$ cat src/rtl/record_unpacker_fifo.sv
// Record-in / word-out FIFO: each write stores one whole record, each read pops one word.
// Latency: a written record is visible on data_out the cycle after the write; reads are zero-latency.
// Backpressure: full blocks writes (the record is dropped and overflow is set); empty blocks reads (underflow is set).
//
// Ports:
//   clk, rst               clock; synchronous active-high reset
//   write_en, data_in      enqueue one record (word i = data_in[i*WordSize +: WordSize])
//   read_en                dequeue one word
//   data_out, record_last  current word and "last word of its record" marker
//   full, empty, size      occupancy status (combinational from the pointers)
//   overflow, underflow    sticky error flags, cleared only by rst
module record_unpacker_fifo #(
    parameter int WordSize    = 8,
    parameter int RecordWords = 16,
    parameter int Depth       = 4
) (
    input  logic                                  clk,
    input  logic                                  rst,
    input  logic                                  write_en,
    input  logic [WordSize*RecordWords-1:0]       data_in,
    input  logic                                  read_en,
    output logic [WordSize-1:0]                   data_out,
    output logic                                  record_last,
    output logic                                  full,
    output logic                                  empty,
    output logic [$clog2(Depth*RecordWords):0]    size,
    output logic                                  overflow,
    output logic                                  underflow
);

    localparam int StorageSize    = Depth * RecordWords;
    localparam int StoragePosSize = $clog2(StorageSize);
    localparam int RecordPosSize  = $clog2(RecordWords);

    // Pointers carry one extra bit so full and empty remain distinguishable.
    logic [StoragePosSize:0] write_pos;
    logic [StoragePosSize:0] read_pos;
    logic [WordSize-1:0]     mem [StorageSize];

    logic do_write;
    logic do_read;

    assign size     = write_pos - read_pos;
    assign empty    = (size == '0);
    // Full means there is no room for another whole record.
    assign full     = (size > (StoragePosSize+1)'(StorageSize - RecordWords));
    assign do_write = write_en & ~full;
    assign do_read  = read_en & ~empty;

    assign data_out    = mem[read_pos[StoragePosSize-1:0]];
    assign record_last = (read_pos[RecordPosSize-1:0] == RecordPosSize'(RecordWords - 1)) & ~empty;

    // write_pos is always record-aligned, so a record occupies one contiguous slot
    // range and never wraps inside the array. Because full leaves fewer than a record
    // of free slots blocked, that range is always disjoint from the word being read.
    always_ff @(posedge clk) begin
        if (do_write && !rst) begin
            for (int i = 0; i < RecordWords; i++) begin
                mem[write_pos[StoragePosSize-1:0] + StoragePosSize'(i)] <= data_in[i*WordSize +: WordSize];
            end
        end
    end

    always_ff @(posedge clk) begin
        if (rst) begin
            write_pos <= '0;
            read_pos  <= '0;
            overflow  <= 1'b0;
            underflow <= 1'b0;
        end else begin
            if (do_write) begin
                write_pos <= write_pos + (StoragePosSize+1)'(RecordWords);
            end
            if (do_read) begin
                read_pos <= read_pos + 1'b1;
            end
            if (write_en && full) begin
                overflow <= 1'b1;
            end
            if (read_en && empty) begin
                underflow <= 1'b1;
            end
        end
    end

endmodule

$ cat config.mk
export PLATFORM = sky130hd
export DESIGN_NAME = record_unpacker_fifo
export DESIGN_NICKNAME = d
export VERILOG_FILES = /design/src/rtl/record_unpacker_fifo.sv
export SDC_FILE = /design/constraint.sdc
export NUM_CORES = 1
export LEC_CHECK = 0
export ABC_AREA = 1
export CORE_ASPECT_RATIO = 1.5
export CORE_UTILIZATION = 39
export CTS_CLUSTER_SIZE = 10
export DETAILED_ROUTE_END_ITERATION = 10
export SYNTH_ARGS = -nofsm -noshare
export SYNTH_HDL_FRONTEND = slang
export SYNTH_SLANG_ARGS = --single-unit
$ cat constraint.sdc
create_clock -name clk -period 10.9 [get_ports clk]
set_clock_uncertainty 0.1 [all_clocks]
set_input_delay 3.27 -clock clk [delete_from_list [all_inputs] [get_ports clk]]
set_output_delay 3.27 -clock clk [all_outputs]
set_load 0.005 [all_outputs]
# After elaboration in Yosys (flattened, before gate mapping)
# Memories as Yosys holds them, arrays and structs flattened. A register that Yosys moved wholly into a read port is not among the register bits.
# Cells that the tools add are included.
dict set report word_totals {
  memories 1
  mem_bits_ro 0
  ram_bits 512
  latchBits 0
  register_bits 16
  elab_cells 39
  output_inout_bits 20
  in_bits 132
}
dict set report classes {
  muxes 4
  shift 0
  reduce_logical 5
  div_mod_pow 0
  n_eq_ne 1
  n_mul 0
  n_bitwise 5
  magnitude_cmp 1
  addsub 18
}
# memory words width rd rd_ports_with_merged_regs write_ports line
set mem_list {}
lappend mem_list {mem 64 8 1 1 16 38} ;# logic [WordSize-1:0] mem [StorageSize];
# op count
set op_table {}
lappend op_table {{$add A6 B4 Y6 const B} 8}
lappend op_table {{$add A6 B3 Y6 const B} 4}
lappend op_table {{$add A6 B2 Y6 const B} 2}
lappend op_table {{$mux W6} 2}
lappend op_table {{$add A7 B1 Y7 const B} 1}
lappend op_table {{$add A7 B5 Y7 const B} 1}
lappend op_table {{$gt A7 B6 Y1 const B} 1}
lappend op_table {{$logic_not A7 Y1} 1}
lappend op_table {{$sub A7 B7 Y7} 1}
lappend op_table {{$add A6 B1 Y6 const B} 1}
lappend op_table {{$eq A4 B4 Y1 const B} 1}
lappend op_table {{$and A1 B1 Y1} 3}
lappend op_table {{$logic_and A1 B1 Y1} 3}
lappend op_table {{$mux W1} 2}
lappend op_table {{$not A1 Y1} 2}
lappend op_table {{$logic_not A1 Y1} 1}

# Logic depth before layout (Yosys ltp)
# Gate-level depths: netlist of the first run.
dict set report logic_depth {
  ltp_word 7
  mapped_depth 13
  depth_no_buf 13
}

# Worst setup path before layout of the first run
# OpenSTA, ideal clock, no wires.
dict set report synth_path {
  path_kind {input port to flip-flop}
  start {input port rst}
  end {memory mem[0][0] (enable)}
  setup_slack_ps 1399
  cell_stages 3
  setup_time_ps 617
  t_arrival_ps 8785
  path_cell_list {inv_1 > nand3_2 > nor2_1}
}
# element line
set synth_lines {}
lappend synth_lines {{from (decl)} 18} ;# input logic rst,
lappend synth_lines {{to (decl)} 38}

==> impl_table.tex, run 1 <==
\begin{tabular}{lr}
\hline
Metric & Value \\
\hline
\multicolumn{2}{l}{\textbf{Status}} \\
\quad Outcome & finished, final reports clean \\
\multicolumn{2}{l}{\textbf{Worst hold path}} \\
\quad Start point of the worst hold path & overflow \\
\quad Worst min-delay path class & reg -> reg \\
\quad Hold Path Sink & overflow \\
\quad Number of cells on the worst hold path & 2 \\
\multicolumn{2}{l}{\textbf{Final layout}} \\
\quad Syn-to-layout area delta & 16.4\% \\
\quad Final core occ & 46.1\% \\
\quad \# nets final & 2123 \\
\quad Number of fill cells in the layout & 4986 \\
\quad Post-route design area & 25300 um2 \\
\quad Share of layout cells above drive strength 1 & 5.73\% \\
\multicolumn{2}{l}{\textbf{Setup path}} \\
\quad Capture instance of the worst register-to-register path & mem[39][7] \\
\quad Max Fanout on Critical Path & 126 \\
\quad R2r startpoint & read\_pos[5] \\
\quad Launching element type of the critical path & register \\
\quad Slowest cell delay on critical path & 0.80 ns \\
\quad Setup slack of the most critical reg-to-reg path & 6.84 ns \\
\quad Capturing element type of the critical path & output port \\
\quad Critical path cell sequence & inv\_6, buf\_4, nand2\_1, nand3\_1, nand3\_1, nand2\_1, nand2\_1, nand3\_1, nand3\_1, nand2\_1, clkdlybuf4s50\_1 \\
\quad Slowest CP cell & sky130\_fd\_sc\_hd\_\_buf\_4 \\
\quad Worst EP arrival & 4.35 ns \\
\quad Classification of the worst setup path & reg -> out \\
\quad R2r worst-path depth & 14 \\
\quad WP data required & 7.53 ns \\
\multicolumn{2}{l}{\textbf{Clocking}} \\
\quad TritonCTS clock tree & built \\
\quad Clock net sink count & 530 \\
\quad Clock Root Buffer & sky130\_fd\_sc\_hd\_\_clkbuf\_16 \\
\quad Hold Buf Count CTS & 0 \\
\quad Source-to-sink clock delay at the later pin of the worst-skew pair & 0.59 ns \\
\quad Number of levels in the clock H-tree & 2 \\
\quad Number of buffers added by the clock tree synthesis step & 59 \\
\quad Cts repair resizes & 0 \\
\quad Clock transition time at the flip-flop clock pins of the worst setup and hold paths & 0.05 ns \\
\quad Maximum root-to-sink buffer count & 3 \\
\quad Post-CTS Repair Setup Buffers & 0 \\
\multicolumn{2}{l}{\textbf{Synth}} \\
\quad Top cells by count, synth & 683 x sky130\_fd\_sc\_hd\_\_nand2\_1, 512 x sky130\_fd\_sc\_hd\_\_edfxtp\_1, 448 x sky130\_fd\_sc\_hd\_\_nand3\_1 \\
\quad Main flop type after synthesis & sky130\_fd\_sc\_hd\_\_edfxtp\_1 \\
\quad Area contributors post-synth & sky130\_fd\_sc\_hd\_\_edfxtp\_1 71\%, sky130\_fd\_sc\_hd\_\_nand2\_1 12\%, sky130\_fd\_sc\_hd\_\_nand3\_1 10\% \\
\quad Cells after synthesis & 1867 \\
\quad Sequential-to-total area share from yosys stat & 72.4\% \\
\quad Total of warnings raised by yosys & 0 \\
\quad Number of nets in the synthesized netlist & 2008 \\
\quad Proportion of synthesized flip-flops having asynchronous set or reset & 0\% \\
\quad Number of synthesized flops with an enable pin & 512 \\
\quad Post-synthesis average cell area & 11.6 um2 \\
\quad Share of Yosys cell area claimed by the top area cell type & 70.7\% \\
\quad Cell type contributing the most total cell area after synthesis & sky130\_fd\_sc\_hd\_\_edfxtp\_1 \\
\quad Library cells used by synthesis & 25 \\
\quad Total of flip-flops plus latches after synthesis & 530 \\
\quad Cell area after synthesis & 21700 um2 \\
\quad Most common cell in the synthesized netlist & sky130\_fd\_sc\_hd\_\_nand2\_1 \\
\multicolumn{2}{l}{\textbf{Global routing}} \\
\quad Overall routing resource usage & 20.7\% \\
\quad Initial antenna violation count & 6 \\
\quad Highest-utilization routing layer at the global route stage & met2 \\
\quad Global-route wire length before repair & 87900 um \\
\quad Vias in the first global route & 14.2k \\
\quad Remaining global-route overflow & 0 \\
\quad Met2 global-route usage & 36.2\% \\
\quad GR met3 Demand/Resource & 4.06\% \\
\quad Routing usage on met1 & 24.8\% \\
\quad Largest net degree at the start of global routing & 129 \\
\multicolumn{2}{l}{\textbf{Timing}} \\
\quad Actual slew at the worst max-slew pin & 1.09 ns \\
\quad Final Max Tran Viols & 0 \\
\quad Worst-case headroom to the max-slew limit & 27.1\% \\
\quad Setup TNS & 0 ns \\
\quad Max frequency & 0.129 GHz \\
\quad Setup repair after global routing missed its margin & false \\
\quad Final-report hold violation count & 0 \\
\quad Post-route minimum period & 7.72 ns \\
\quad Period utilisation layout & 70.8\% \\
\quad Number of setup violations in the final report & 0 \\
\multicolumn{2}{l}{\textbf{Detailed routing}} \\
\quad Number of detailed-route iterations in the first pass & 5 \\
\quad Detailed router's first-iteration violation count & 1088 \\
\quad Wire length after detailed routing & 58500 um \\
\quad Total number of vias & 14.2k \\
\quad Avg WL per Cell & 21.6 um \\
\quad Detail-routed via count per cell & 5.25 \\
\quad DRC errors left & 0 \\
\quad Remaining antenna violation count after routing & 0 \\
\multicolumn{2}{l}{\textbf{Power}} \\
\quad Total design power & 4.93 mW \\
\quad Worst supply voltage drop on vdd & 0.152 mV \\
\quad Static leakage & 9.05 nW \\
\quad Power density over cell area & 195 nW/um2 \\
\multicolumn{2}{l}{\textbf{Floorplanning}} \\
\quad Overall die height & 291 um \\
\quad Area of the die & 56700 um2 \\
\quad Number of standard-cell rows in the floorplan & 105 \\
\quad Number of top-level pins & 152 \\
\quad Std-Cell Core Area & 54900 um2 \\
\quad Die Width & 195 um \\
\quad Initial core utilization & 39.6\% \\
\multicolumn{2}{l}{\textbf{Placement}} \\
\quad Gpl congestion & 0.858 \\
\quad HPWL after detailed placement & 38100 um \\
\quad Count of input and output buffers & 151 \\
\quad Placed cell areas & 23700 um2 \\
\multicolumn{2}{l}{\textbf{Flow run}} \\
\quad Count of max-cap constraint violations & 0 \\
\hline
\end{tabular}
[routing by layer]
layer | wire [um] | vias up
li1 | - | 6725
met1 | 22900 | 6925
met2 | 30000 | 436
met3 | 3400 | 104
met4 | 2150 | 10
met5 | 74 | -
[sequential cells by signal (all words and copies together), names as in the netlist, named ones only]
signal and count:
mem 512, write_pos 3, overflow 1, read_pos 7, underflow 1
[stage by stage]
step	setup slack, ns	hold WS (ns)	std cells
floorplan	1.40	0.347	1867
global placement	3.79	0.339	2616
detailed placement	3.72	0.346	2616
CTS	3.10	0.358	2703
global route	2.79	0.392	2703
finish	3.18	0.354	2705
[final cells by class]
class / instances / area, um2 / area share [%]
Sequential cell: 530 / 15700 / 62.2
Multi-Input combinational cell: 1188 / 5280 / 20.9
Timing Repair Buffer: 167 / 1640 / 6.50
Clock buffer: 84 / 1580 / 6.25
Tap cell: 695 / 870 / 3.44
Inverter: 36 / 143 / 0.564
Clock inverter: 3 / 37.5 / 0.148
Antenna cell: 2 / 5.00 / 0.0198
[kinds of logic (layout without fill, tap and decap cells)]
logic type,Yosys count,count (layout),share of synthesized area [%]
other,0,2,0
AND/OR/NAND/NOR,1161,1161,23.0
flip-flops,530,530,72.4
buffers and inverters,149,290,3.47
XOR/XNOR,6,6,0.242
AO/OA/AOI/OAI,12,12,0.345
adder cells (fa/ha/maj),9,9,0.518
[cell usage in the layout (no fill, tap or decap)]
cell	synthesis	routed
sky130_fd_sc_hd__xor2_1	6	6
sky130_fd_sc_hd__nand2_2	6	6
sky130_fd_sc_hd__inv_6	0	3
sky130_fd_sc_hd__inv_16	0	1
sky130_fd_sc_hd__inv_4	1	1
sky130_fd_sc_hd__diode_2	0	2
sky130_fd_sc_hd__nand3b_1	1	1
sky130_fd_sc_hd__nor3_1	1	1
sky130_fd_sc_hd__clkbuf_16	0	59
sky130_fd_sc_hd__clkbuf_8	0	1
sky130_fd_sc_hd__dfxtp_4	0	2
sky130_fd_sc_hd__nand3_4	1	1
sky130_fd_sc_hd__a21oi_2	4	4
sky130_fd_sc_hd__clkdlybuf4s50_1	0	151
sky130_fd_sc_hd__buf_12	0	1
sky130_fd_sc_hd__ha_1	9	9
sky130_fd_sc_hd__nor2_1	12	8
sky130_fd_sc_hd__a21oi_1	8	8
sky130_fd_sc_hd__dfxtp_1	18	15
sky130_fd_sc_hd__edfxtp_1	512	512
sky130_fd_sc_hd__clkbuf_1	19	24
sky130_fd_sc_hd__nand2_1	683	683
sky130_fd_sc_hd__nor2_4	3	7
sky130_fd_sc_hd__inv_2	7	7
sky130_fd_sc_hd__nand2_4	1	1
sky130_fd_sc_hd__nand3_1	448	448
sky130_fd_sc_hd__nor2_2	2	2
sky130_fd_sc_hd__inv_1	28	27
sky130_fd_sc_hd__buf_4	28	15
sky130_fd_sc_hd__dfxtp_2	0	1
sky130_fd_sc_hd__nand3_2	3	3
[power by group]
group | switching [mW] | internal, mW
clock network | 0.742 | 0.989
logic | 0.494 | 0.237
registers | 0.0553 | 2.41
[critical path, delay by kind of cell, from the launching register on]
family,cells,cell delay [ns]
simple gates,8,0.95
flops,1,0.59
buf+inv,3,2.14
[worst max path at each step]
stage / endpoint / depth (start not counted) / startpoint
2_1_floorplan: mem[0][0] / 3 / rst
3_3_place_gp: data_out[4] / 11 / register
3_5_place_dp: data_out[4] / 11 / register
4_1_cts: data_out[4] / 11 / register
5_1_grt: data_out[1] / 11 / register
6_report: data_out[4] / 11 / register
Note: power is estimated with default switching activity, not from simulation.
==> inputs of run 2 (changes only) <==
Clock period 10.9 ns to 6.8 ns, I/O delays scaled along.
==> run 2 against run 1 <==
Effect of this change:
- critical path depth down 1
- largest power group unchanged
- non-clock buffer count up 4
- global-route usage down 0.23 points
- design area up 0.51%
- worst hold slack better by 0.0051 ns
- sequential power up 60%
==> impl_table.tex, run 2 (synthesis gave the netlist of run 1 again) <==
\begin{tabular}{lr}
\hline
Metric & Value \\
\hline
\multicolumn{2}{l}{\textbf{Detailed routing}} \\
\quad Wire length after detailed routing & 57700 um \\
\quad Number of detailed-route iterations in the first pass & 5 \\
\quad Remaining antenna violation count after routing & 0 \\
\quad Avg WL per Cell & 21.3 um \\
\quad Detailed router's first-iteration violation count & 1227 \\
\quad DRC errors left & 0 \\
\quad Total number of vias & 14.2k \\
\quad Detail-routed via count per cell & 5.25 \\
\multicolumn{2}{l}{\textbf{Global routing}} \\
\quad Initial antenna violation count & 5 \\
\quad Remaining global-route overflow & 0 \\
\quad GR met3 Demand/Resource & 4.21\% \\
\quad Met2 global-route usage & 34.1\% \\
\quad Largest net degree at the start of global routing & 165 \\
\quad Vias in the first global route & 14.1k \\
\quad Highest-utilization routing layer at the global route stage & met2 \\
\quad Global-route wire length before repair & 87200 um \\
\quad Routing usage on met1 & 25.2\% \\
\quad Overall routing resource usage & 20.5\% \\
\multicolumn{2}{l}{\textbf{Floorplanning}} \\
\quad Die Width & 195 um \\
\quad Std-Cell Core Area & 54900 um2 \\
\quad Number of top-level pins & 152 \\
\quad Number of standard-cell rows in the floorplan & 105 \\
\quad Initial core utilization & 39.6\% \\
\quad Overall die height & 291 um \\
\quad Area of the die & 56700 um2 \\
\multicolumn{2}{l}{\textbf{Timing}} \\
\quad Max frequency & 0.173 GHz \\
\quad Final Max Tran Viols & 0 \\
\quad Number of setup violations in the final report & 0 \\
\quad Worst-case headroom to the max-slew limit & 24.6\% \\
\quad Final-report hold violation count & 0 \\
\quad Setup ws final & 1.01 ns \\
\quad Setup repair after global routing missed its margin & false \\
\quad Actual slew at the worst max-slew pin & 1.13 ns \\
\quad Period utilisation layout & 85.2\% \\
\quad Post-route minimum period & 5.79 ns \\
\multicolumn{2}{l}{\textbf{Placement}} \\
\quad Gpl congestion & 0.872 \\
\quad Count of input and output buffers & 151 \\
\quad Setup WS pre-CTS & 1.59 ns \\
\quad Number of placed cells counting well taps & 2620 \\
\quad HPWL after detailed placement & 37500 um \\
\quad Placed cell areas & 23800 um2 \\
\multicolumn{2}{l}{\textbf{Setup path}} \\
\quad Capturing element type of the critical path & output port \\
\quad Critical path cell sequence & inv\_4, buf\_4, nand3\_1, nand3\_1, nand2\_1, nand2\_1, nand3\_1, nand3\_1, nand2\_1, clkdlybuf4s50\_1 \\
\quad Launching element type of the critical path & register \\
\quad Slowest CP cell & sky130\_fd\_sc\_hd\_\_inv\_4 \\
\quad Classification of the worst setup path & reg -> out \\
\quad Worst EP arrival & 3.65 ns \\
\quad Max Fanout on Critical Path & 71 \\
\quad Library cell appearing most often on the critical path & sky130\_fd\_sc\_hd\_\_nand3\_1 \\
\quad Slowest cell delay on critical path & 0.63 ns \\
\quad WP data required & 4.66 ns \\
\multicolumn{2}{l}{\textbf{Final layout}} \\
\quad Syn-to-layout area delta & 17.0\% \\
\quad Post-route design area & 25400 um2 \\
\quad Commonest cells after routing, fill and taps aside & 683 x sky130\_fd\_sc\_hd\_\_nand2\_1, 512 x sky130\_fd\_sc\_hd\_\_edfxtp\_1, 448 x sky130\_fd\_sc\_hd\_\_nand3\_1, 151 x sky130\_fd\_sc\_hd\_\_clkdlybuf4s50\_1, 59 x sky130\_fd\_sc\_hd\_\_clkbuf\_16 \\
\quad Most common library cell in the layout ignoring fill and taps & sky130\_fd\_sc\_hd\_\_nand2\_1 \\
\quad Final core occ & 46.3\% \\
\quad Count of placed standard cells in the final layout, fillers left out & 2711 \\
\quad Share of layout cells above drive strength 1 & 5.86\% \\
\quad \# nets final & 2127 \\
\quad Number of flip-flops under the largest register name & 512 \\
\multicolumn{2}{l}{\textbf{Flow run}} \\
\quad Count of max-cap constraint violations & 0 \\
\multicolumn{2}{l}{\textbf{Clocking}} \\
\quad Post-CTS Repair Setup Buffers & 0 \\
\quad Maximum root-to-sink buffer count & 3 \\
\quad Hold Buf Count CTS & 0 \\
\quad TritonCTS clock tree & built \\
\quad Clock transition time at the flip-flop clock pins of the worst setup and hold paths & 0.06 ns \\
\quad Number of buffers added by the clock tree synthesis step & 59 \\
\quad Number of levels in the clock H-tree & 2 \\
\quad Clock net sink count & 530 \\
\quad Clock Root Buffer & sky130\_fd\_sc\_hd\_\_clkbuf\_16 \\
\quad Cts repair resizes & 0 \\
\quad Source-to-sink clock delay at the later pin of the worst-skew pair & 0.58 ns \\
\multicolumn{2}{l}{\textbf{Status}} \\
\quad Outcome & finished, final reports clean \\
\multicolumn{2}{l}{\textbf{Power}} \\
\quad Power density over cell area & 311 nW/um2 \\
\quad Worst supply voltage drop on vdd & 0.182 mV \\
\quad Static leakage & 9.10 nW \\
\multicolumn{2}{l}{\textbf{Worst hold path}} \\
\quad Worst min-delay path class & reg -> reg \\
\hline
\end{tabular}
-- run 2: cell types whose count changed in the layout (fill, tap and decap cells not counted), sizes merged --
cell | before | now
diode | 2 | 3
clkbuf | 84 | 86
inv | 39 | 37
buf | 16 | 20
clkinv | 0 | 1
-- run 2: final timing paths --
check                    from           to  slack (ns)  cells after the start
setup / recovery     register  data_out[0]        1.01                     10
hold / removal       overflow     overflow        0.36                      2
setup reg to reg  read_pos[4]   mem[42][5]        3.27                     13
hold reg to reg      overflow     overflow        0.36                      2
-- run 2: cell type report --
| class | instances | area (um2) |
|---|---|---|
| diodes | 3 | 7.51 |
| clock buffers | 86 | 1590 |
| clock inverters | 2 | 13.8 |
| fillers | 4934 | 29500 |
| inverters | 36 | 143 |
| multi-input cells | 1188 | 5280 |
| flip-flops and latches | 530 | 15700 |
| well taps | 695 | 870 |
| repair buffers | 171 | 1790 |
-- run 2: stage by stage --
step	TNS (ns)	total power, mW	hold slack, ns
after floorplan	-753.28	4.75	0.347
after global placement	0	5.20	0.344
after detailed placement	0	5.22	0.355
after CTS	0	7.96	0.367
after global routing	0	8.20	0.395
final	0	7.90	0.359
-- run 2: critical path: cells and delay by family, from the launching register on --
family                 cells  cell delay (ns)
flip-flops                 1             0.50
buffers and inverters      3             1.64
AND/OR/NAND/NOR            7             0.84
-- run 2: report_power, final --
part	internal, mW	leakage (nW)	switching, mW
logic	0.392	3.55	0.818
registers	3.86	4.78	0.0727
clock network	1.58	0.773	1.17
total	5.84	9.10	2.06
-- run 2: per-layer routing --
metal / up-vias / routed length (um)
met3: 121 / 4250
met5: - / 54
met4: 8 / 2900
li1: 6725 / -
met1: 6874 / 22500
met2: 512 / 27900
==> inputs of run 3 (changes only) <==
Settings changed: SETUP_SLACK_MARGIN from default to 0.15, SLEW_MARGIN from default to 20, TNS_END_PERCENT from default to 5.
==> run 3 against run 2 <==
Effect of this change:
- sequential cell count stayed put
- die area stayed put
- critical endpoint unchanged
- global-route usage is 0.053 points higher
- clock-buffer cell count is 1 lower
- sequential share of layout area is 0.13 points lower
- non-clock buffer count is 1 higher
- highest routed layer unchanged
- largest power group unchanged
==> impl_table.tex, run 3 (synthesis gave the netlist of run 1 again) <==
\begin{tabular}{lr}
\hline
Metric & Value \\
\hline
\multicolumn{2}{l}{\textbf{Status}} \\
\quad Outcome & finished, final reports clean \\
\multicolumn{2}{l}{\textbf{Clocking}} \\
\quad Post-CTS Repair Setup Buffers & 0 \\
\quad Clock Root Buffer & sky130\_fd\_sc\_hd\_\_clkbuf\_16 \\
\quad Clock net sink count & 530 \\
\quad Cts repair resizes & 0 \\
\quad Maximum root-to-sink buffer count & 3 \\
\quad Hold Buf Count CTS & 0 \\
\quad Number of levels in the clock H-tree & 2 \\
\quad Clock transition time at the flip-flop clock pins of the worst setup and hold paths & 0.06 ns \\
\quad TritonCTS clock tree & built \\
\quad Source-to-sink clock delay at the later pin of the worst-skew pair & 0.59 ns \\
\quad Number of buffers added by the clock tree synthesis step & 59 \\
\multicolumn{2}{l}{\textbf{Final layout}} \\
\quad Multi-input gate area in the final layout & 5280 um2 \\
\quad Number of fill cells in the layout & 4965 \\
\quad Area of all sequential standard cells & 15700 um2 \\
\quad Share of layout cells above drive strength 1 & 5.96\% \\
\quad \# nets final & 2128 \\
\quad Commonest cells after routing, fill and taps aside & 683 x sky130\_fd\_sc\_hd\_\_nand2\_1, 512 x sky130\_fd\_sc\_hd\_\_edfxtp\_1, 448 x sky130\_fd\_sc\_hd\_\_nand3\_1, 151 x sky130\_fd\_sc\_hd\_\_clkdlybuf4s50\_1, 60 x sky130\_fd\_sc\_hd\_\_clkbuf\_16 \\
\quad Count of placed standard cells in the final layout, fillers left out & 2712 \\
\quad Syn-to-layout area delta & 17.2\% \\
\quad Most common library cell in the layout ignoring fill and taps & sky130\_fd\_sc\_hd\_\_nand2\_1 \\
\quad Final core occ & 46.4\% \\
\quad Number of flip-flops under the largest register name & 512 \\
\multicolumn{2}{l}{\textbf{Detailed routing}} \\
\quad Avg WL per Cell & 21.2 um \\
\quad DRC errors left & 0 \\
\quad Number of detailed-route iterations in the first pass & 5 \\
\quad Total number of vias & 14.3k \\
\quad Detailed router's first-iteration violation count & 1291 \\
\quad Detail-routed via count per cell & 5.26 \\
\quad Remaining antenna violation count after routing & 0 \\
\quad Wire length after detailed routing & 57600 um \\
\multicolumn{2}{l}{\textbf{Global routing}} \\
\quad Largest net degree at the start of global routing & 165 \\
\quad Vias in the first global route & 14.1k \\
\quad Overall routing resource usage & 20.5\% \\
\quad Remaining global-route overflow & 0 \\
\quad Initial antenna violation count & 8 \\
\quad Global-route wire length before repair & 87600 um \\
\multicolumn{2}{l}{\textbf{Power}} \\
\quad Worst supply voltage drop on vdd & 0.245 mV \\
\quad Static leakage & 9.12 nW \\
\quad Power density over cell area & 312 nW/um2 \\
\multicolumn{2}{l}{\textbf{Floorplanning}} \\
\quad Number of top-level pins & 152 \\
\quad Die Width & 195 um \\
\quad Number of standard-cell rows in the floorplan & 105 \\
\quad Area of the die & 56700 um2 \\
\quad Initial core utilization & 39.6\% \\
\quad Std-Cell Core Area & 54900 um2 \\
\quad Overall die height & 291 um \\
\multicolumn{2}{l}{\textbf{Timing}} \\
\quad Post-route minimum period & 5.82 ns \\
\quad Final Max Tran Viols & 0 \\
\quad Setup TNS & 0 ns \\
\quad Max frequency & 0.172 GHz \\
\quad Number of setup violations in the final report & 0 \\
\quad Actual slew at the worst max-slew pin & 1.08 ns \\
\quad Setup repair after global routing missed its margin & false \\
\quad Worst-case headroom to the max-slew limit & 27.6\% \\
\quad Final-report hold violation count & 0 \\
\quad Period utilisation layout & 85.6\% \\
\multicolumn{2}{l}{\textbf{Setup path}} \\
\quad Slowest cell delay on critical path & 0.85 ns \\
\quad Slowest CP cell & sky130\_fd\_sc\_hd\_\_buf\_4 \\
\quad Capturing element type of the critical path & output port \\
\quad Setup slack of the most critical reg-to-reg path & 3.71 ns \\
\quad WP data required & 4.66 ns \\
\quad Launching element type of the critical path & register \\
\quad R2r worst-path depth & 13 \\
\quad R2r startpoint & read\_pos[4] \\
\quad Library cell appearing most often on the critical path & sky130\_fd\_sc\_hd\_\_nand3\_1 \\
\quad Worst EP arrival & 3.68 ns \\
\quad Max Fanout on Critical Path & 86 \\
\quad Capture point of the critical path & data\_out[0] \\
\quad Classification of the worst setup path & reg -> out \\
\quad Capture instance of the worst register-to-register path & mem[7][3] \\
\quad Critical path cell sequence & buf\_4, nand3\_1, nand3\_1, nand2\_1, nand2\_1, nand3\_1, nand3\_1, nand2\_1, clkdlybuf4s50\_1 \\
\multicolumn{2}{l}{\textbf{Placement}} \\
\quad Gpl congestion & 0.872 \\
\quad HPWL after detailed placement & 37700 um \\
\quad Number of placed cells counting well taps & 2621 \\
\quad Count of input and output buffers & 151 \\
\multicolumn{2}{l}{\textbf{Worst hold path}} \\
\quad Worst min-delay path class & reg -> reg \\
\multicolumn{2}{l}{\textbf{Flow run}} \\
\quad Count of max-cap constraint violations & 0 \\
\hline
\end{tabular}
## run 3: cell count changes in the layout (fill, tap and decap cells not counted)
cell / delta
sky130_fd_sc_hd__clkbuf_1: -2
sky130_fd_sc_hd__clkinv_1: +2
sky130_fd_sc_hd__buf_12: +1
sky130_fd_sc_hd__clkbuf_16: +1
sky130_fd_sc_hd__clkinv_2: -1
sky130_fd_sc_hd__clkinv_8: +1
sky130_fd_sc_hd__diode_2: -1
## run 3: per-layer routing
metal | vias up | wire length, um | GRT usage (%)
met1 | 6926 | 22500 | 25.3
met2 | 496 | 29200 | 35.7
met4 | 12 | 1610 | 6.84
li1 | 6732 | - | -
met5 | - | 83 | 0
met3 | 97 | 4100 | 4.18
## run 3: where the power goes
group	total [mW]	switching [mW]	internal [mW]
Clock	2.79	1.19	1.61
Sequential	3.94	0.0723	3.86
Combinational	1.21	0.819	0.394
## run 3: through the flow
stage          power [mW]  instance area (um2)  setup slack, ns  hold WS, ns
6_report             7.94                25500            0.980        0.358
5_1_grt              8.24                25500            0.792        0.395
4_1_cts              8.00                25500            0.968        0.367
3_5_place_dp         5.22                23800             1.61        0.355
3_3_place_gp         5.20                23800             1.60        0.344
2_1_floorplan        4.75                21700            -1.47        0.347
## run 3: final cells by class
cell class / instances / area share, %
Antenna cell: 2 / 0.0196
Clock buffer: 85 / 6.30
Clock inverter: 4 / 0.128
Inverter: 36 / 0.560
Multi-Input combinational cell: 1188 / 20.7
Sequential cell: 530 / 61.8
Tap cell: 695 / 3.41
Timing Repair Buffer: 172 / 7.09
## run 3: worst min path at each step
stage	to	slack (ns)	cells after the start	from
after detailed placement	overflow	0.36	2	overflow
after global placement	overflow	0.34	2	overflow
after global routing	overflow	0.40	2	overflow
after floorplan	overflow	0.35	2	overflow
final	overflow	0.36	2	overflow
after CTS	overflow	0.37	2	overflow
## run 3: critical path, delay by kind of cell, from the launching register on
family / cells / cell delay [ns]
buffers and inverters: 2 / 1.36
AND/OR/NAND/NOR: 7 / 0.98
flip-flops: 1 / 0.67
